## src/rtl/rx_sync_fsm.sv

```systemverilog
// Lane symbol-lock stage after the K28.5 detector: comma-count acquisition, error-count loss of sync,
// and forwarding of in-sync data bytes. Define RX_SYNC_STATS_EN to add the los_events counter.
module rx_sync_fsm #(
  parameter int COMMA_LOCK = 3,
  parameter int ERR_MAX    = 4,
  parameter int GOOD_RUN   = 4
) (
  input  logic       clk,
  input  logic       rst,
  input  logic       enb,
  input  logic [7:0] rx_DataE,
  input  logic       control_dk,
  input  logic       k285,
  input  logic       code_err,
  output logic [7:0] rx_DataS,
  output logic       s_control_dk,
  output logic       rx_valid,
  output logic       sync_ok,
  output logic [2:0] err_cnt
`ifdef RX_SYNC_STATS_EN
  ,
  output logic [15:0] los_events
`endif
);

  localparam int CW = (COMMA_LOCK < 1) ? 1 : $clog2(COMMA_LOCK + 1);
  localparam int GW = (GOOD_RUN < 1) ? 1 : $clog2(GOOD_RUN + 1);

  localparam logic [CW-1:0] LOCK_C    = CW'(COMMA_LOCK);
  localparam logic [CW-1:0] C_ONE     = CW'(1);
  localparam logic [GW-1:0] RUN_C     = GW'(GOOD_RUN);
  localparam logic [GW-1:0] G_ONE     = GW'(1);
  localparam logic [2:0]    ERR_MAX_C = 3'(ERR_MAX);

  typedef enum logic [1:0] {
    LOS  = 2'd0,
    ACQ  = 2'd1,
    SYNC = 2'd2
  } state_t;

  state_t        state;
  logic [CW-1:0] comma_cnt;
  logic [GW-1:0] good_cnt;

  // A K28.5 flagged as data is a corrupted comma, so it counts as an error.
  logic sym_bad, sym_comma, sym_good;
  assign sym_bad   = code_err | (k285 & ~control_dk);
  assign sym_comma = ~code_err & k285 & control_dk;
  assign sym_good  = ~sym_bad & ~sym_comma;

`ifdef RX_SYNC_STATS_EN
  function automatic logic [15:0] sat_inc16(input logic [15:0] v);
    return (v == 16'hFFFF) ? v : v + 16'd1;
  endfunction
`endif

  always_ff @(posedge clk or negedge rst) begin
    if (!rst) begin
      state        <= LOS;
      comma_cnt    <= '0;
      good_cnt     <= '0;
      err_cnt      <= '0;
      rx_DataS     <= '0;
      s_control_dk <= 1'b0;
      rx_valid     <= 1'b0;
      sync_ok      <= 1'b0;
`ifdef RX_SYNC_STATS_EN
      los_events   <= '0;
`endif
    end else if (!enb) begin
      rx_valid <= 1'b0;
    end else begin
      // Output register: valid only for good symbols seen while already locked.
      rx_DataS     <= rx_DataE;
      s_control_dk <= control_dk;
      rx_valid     <= (state == SYNC) && sym_good;

      case (state)
        LOS: begin
          if (sym_comma) begin
            if (COMMA_LOCK <= 1) begin
              state     <= SYNC;
              sync_ok   <= 1'b1;
              comma_cnt <= '0;
              err_cnt   <= '0;
              good_cnt  <= '0;
            end else begin
              state     <= ACQ;
              comma_cnt <= C_ONE;
            end
          end
        end

        ACQ: begin
          if (sym_bad) begin
            state     <= LOS;
            comma_cnt <= '0;
          end else if (sym_comma) begin
            if (comma_cnt + C_ONE == LOCK_C) begin
              state     <= SYNC;
              sync_ok   <= 1'b1;
              comma_cnt <= '0;
              err_cnt   <= '0;
              good_cnt  <= '0;
            end else begin
              comma_cnt <= comma_cnt + C_ONE;
            end
          end
        end

        SYNC: begin
          if (sym_bad) begin
            if (err_cnt + 3'd1 == ERR_MAX_C) begin
              state     <= LOS;
              sync_ok   <= 1'b0;
              comma_cnt <= '0;
              err_cnt   <= '0;
              good_cnt  <= '0;
`ifdef RX_SYNC_STATS_EN
              los_events <= sat_inc16(los_events);
`endif
            end else begin
              err_cnt  <= err_cnt + 3'd1;
              good_cnt <= '0;
            end
          end else if (err_cnt != 3'd0) begin
            // Each full run of good symbols forgives one earlier error.
            if (good_cnt + G_ONE == RUN_C) begin
              err_cnt  <= err_cnt - 3'd1;
              good_cnt <= '0;
            end else begin
              good_cnt <= good_cnt + G_ONE;
            end
          end else begin
            good_cnt <= '0;
          end
        end

        default: begin
          state   <= LOS;
          sync_ok <= 1'b0;
        end
      endcase
    end
  end

endmodule

```

## config.mk

```make
export PLATFORM = sky130hd
export DESIGN_NAME = rx_sync_fsm
export DESIGN_NICKNAME = d
export VERILOG_FILES = /design/src/rtl/rx_sync_fsm.sv
export SDC_FILE = /design/constraint.sdc
export NUM_CORES = 1
export LEC_CHECK = 0
export ABC_AREA = 1
export ABC_CLOCK_PERIOD_IN_PS = 2770
export BUFFER_PORTS_ARGS = -buffer_cell sky130_fd_sc_hd__buf_2
export CAP_MARGIN = 40
export CORE_MARGIN = 3
export CORE_UTILIZATION = 30
export CTS_BUF_LIST = sky130_fd_sc_hd__clkbuf_4 sky130_fd_sc_hd__clkbuf_8
export DETAILED_ROUTE_END_ITERATION = 8
export SLEW_MARGIN = 40
export SYNTH_ARGS = -nofsm -noshare
export SYNTH_HDL_FRONTEND = slang
export SYNTH_SLANG_ARGS = --single-unit
```

## constraint.sdc

```tcl
create_clock -name clk -period 2.77 [get_ports clk]
set_input_delay 0.554 -clock clk [delete_from_list [all_inputs] [get_ports clk]]
set_output_delay 0.554 -clock clk [all_outputs]
set_load 0.03 [all_outputs]
```

==> flow_metrics.tcl <==
set metrics [dict create \
    final_antenna_net_count 0 \
    synthTopCellsByArea "dfrtp_1 (39%), nand2_1 (12%), ha_1 (10%)" \
    drt_pre_antenna_iters 4 \
    async_flop_share 1.00 \
    crit_type "flop to flop" \
    place_hpwl_um 2020 \
    reg2reg_slack_ps 1260 \
    cp-end-kind "flop" \
    grt_max_degree 22 \
    clock_latency_ps 270 \
    synth_compound_area_frac 0.0309 \
    yosys.area_share.simple 0.331 \
    syn_avg_cell_area_um2 8.57 \
    synth_seq_cells 21 \
    start_kind "flop" \
    synth_warnings 0 \
    hold_violations 0 \
    ys.flop_type "dfrtp_1" \
    slowest_delay_ps 430 \
    drt-initial-drc-count 31 \
    rsz0062_at_grt "false" \
    synthAdderAreaFrac 0.103 \
    synth_edf_count 0 \
    grt_pass1_wl_um 4250 \
    viasPerCell 4.44 \
    vdd_drop_max_uv 346 \
    fin_ws_ps 1260 \
    p_comb_frac 0.507 \
    cts_hold_buffers 0 \
    place.gp.congestion 0.785 \
    dieWidth_um 72.7 \
    antenna_found_initial 0 \
    min_period_ps 1510 \
    cp.arrival_ps 1680 \
    hp-class "input port to async pin" \
    synth_largest_area_cell "dfrtp_1" \
    grtUsageTotal 0.103 \
    ff2ff_path_depth 7 \
    swShare 0.462 \
    drive_above_1_share 0.312 \
    cts_tree "built" \
    outcome "finished clean" \
    leakagePower_uw 0.000820 \
    tightest_slew_ps 495 \
    synthMuxAreaShare 0.0674 \
    synth_top_family_by_area "simple AND/OR/NAND/NOR gates" \
    clock.fmax_mhz 662 \
    coreArea_mm2 0.00414 \
    synth.most_common_cell "nand2_1" \
    crit-reg2reg-launch "err_cnt[0]$_DFFE_PN0P_" \
    antenna_cells 0 \
    grt_pass1_vias 973 \
    postCtsSetupRepairBufs 0 \
    cp_max_fo 5 \
    start_util 0.322 \
    cts-root-buf "clkbuf_8" \
    seqPwrFrac 0.333 \
    synth_xor_area_frac 0.00655 \
    cts-buffers-inserted 3 \
    synth_area_mm2 0.00134 \
    cp_slowest_cell "dfrtp_1" \
    post_cts_resized 0 \
    wirelength_um 2530 \
    synthToLayoutAreaGrowth_pct 17.9 \
    p_clk_frac 0.161 \
    power_per_cell_area_mw_per_mm2 849 \
    die-area_mm2 0.00529 \
    grt_remaining_overflow 0 \
    synth.net_count 181 \
    report.final.slew_viol_count 0 \
    period_share 0.545 \
    cp_common_cell "ha_1" \
    slew-limit-headroom 0.670 \
    dieHeight_um 72.7 \
    drv_cap 0 \
    worstReg2RegEnd "state[0]$_DFFE_PN0P_" \
    worstPathRequired_ps 2940 \
    drcViolationCount 0 \
    synthCells 156 \
    seq_area_frac_synth 0.393 \
    pre_cts_ws_ps 1240 \
    num-nets-final 212 \
    numPortBuffers 27 \
    drt-wirelength-per-cell_um 10.7 \
    num_vias 1047 \
    h-tree-depth 1 \
    switching_power_uw 618 \
    num_rows 23 \
    setup_viol_count_final 0 \
    clk_pin_slew_ps 80 \
    clock-sinks 21 \
    p_int_uw 720 \
    synth_commonest_cells "nand2_1 (41), dfrtp_1 (21), inv_1 (17), ha_1 (11), nor2_1 (11)" \
    tns_ps 0 \
    synth_cell_types 26 \
    fin_skew_ps 2.28 \
    clockBufferDepth 2 \
    yosysTopAreaCellShare 0.393 \
    io_pins 28 \
    cp_cell_sequence "ha_1 > ha_1 > or2_1 > nand2_2 > inv_2 > nand4_1 > nand2_1" \
]
==> layer usage <==
metal  up-vias  part of all wire  wire length (um)  global-route usage
met5         -                 0                 0                   0
met4         0             0.012                30              0.0307
met3         5             0.050               126              0.0344
met2        21              0.48              1210               0.173
met1       476              0.46              1170               0.124
li1        545                 -                 -                   -
==> placed cells by master (no fill, tap or decap), types with 2 or more instances in the layout <==
cell type  instances
inv_1             17
nand2_2            8
clkbuf_8           3
buf_2             27
a21oi_1            3
nor2_2             4
nor2_1            11
a21oi_2            2
nand2_4            2
nand3_2            3
ha_1              11
nand2_1           41
nand4_1            3
or2_1              2
dfrtp_1           21
mux2_1             7
inv_2              2
nand3_1            9
==> how the worst max path moves through the flow <==
stage                                       from                        to  slack [ps]  depth (start not counted)
after floorplan           err_cnt[0]$_DFFE_PN0P_  comma_cnt[1]$_DFFE_PN0P_        1220                          7
after global placement                  code_err    err_cnt[0]$_DFFE_PN0P_        1240                          9
after detailed placement                code_err    err_cnt[0]$_DFFE_PN0P_        1240                          9
after CTS                   state[0]$_DFFE_PN0P_  comma_cnt[0]$_DFFE_PN0P_        1250                          9
after global routing        state[1]$_DFFE_PN0P_    err_cnt[2]$_DFFE_PN0P_        1130                          8
final                     err_cnt[0]$_DFFE_PN0P_      state[0]$_DFFE_PN0P_        1260                          7
==> power by group through the flow <==
| stage | Combinational, uW | Clock (uW) | Sequential, uW |
|---|---|---|---|
| floorplan | 478 | 0 | 505 |
| global placement | 683 | 0 | 453 |
| detailed placement | 685 | 0 | 453 |
| CTS | 688 | 223 | 447 |
| global route | 763 | 236 | 458 |
| finish | 678 | 215 | 445 |
==> final cells by class <==
class | count | area [um2]
Sequential cell | 21 | 526
Clock inverter | 1 | 7.51
Multi-Input combinational cell | 113 | 721
Inverter | 21 | 82.6
Timing Repair Buffer | 27 | 135
Clock buffer | 3 | 41.3
Tap cell | 50 | 62.6
Fill cell | 459 | 2570
==> cells by family (layout without fill, tap and decap cells) <==
kind of cell | Yosys count | after routing
XOR/XNOR | 1 | 1
AND/OR/NAND/NOR | 87 | 87
multiplexers | 8 | 8
buffers and inverters | 22 | 52
flip-flops | 21 | 21
adder cells (fa/ha/maj) | 11 | 11
AO/OA/AOI/OAI | 6 | 6
==> registers in the layout, summed over array words and instances (netlist names) <==
register      cells
rx_DataS          8
comma_cnt         2
s_control_dk      1
state             2
good_cnt          3
sync_ok           1
rx_valid          1
err_cnt           3
==> critical path, delay by kind of cell (launching register included) <==
kind | cells | cell delay [ps]
flip-flops | 1 | 430
adder cells (fa/ha/maj) | 2 | 400
AND/OR/NAND/NOR | 4 | 530
buffers and inverters | 1 | 50
==> stage by stage <==
step           area [um2]  utilization  hold WS (ps)  cells  power [uW]
2_1_floorplan        1340            -           258    156         984
3_3_place_gp         1530        0.368           459    232        1140
3_5_place_dp         1530        0.368           460    232        1140
4_1_cts              1580        0.380           256    236        1360
5_1_grt              1580        0.380           261    236        1460
6_report             1580        0.380           239    236        1340
No activity file was read; power rests on OpenSTA's default activity.
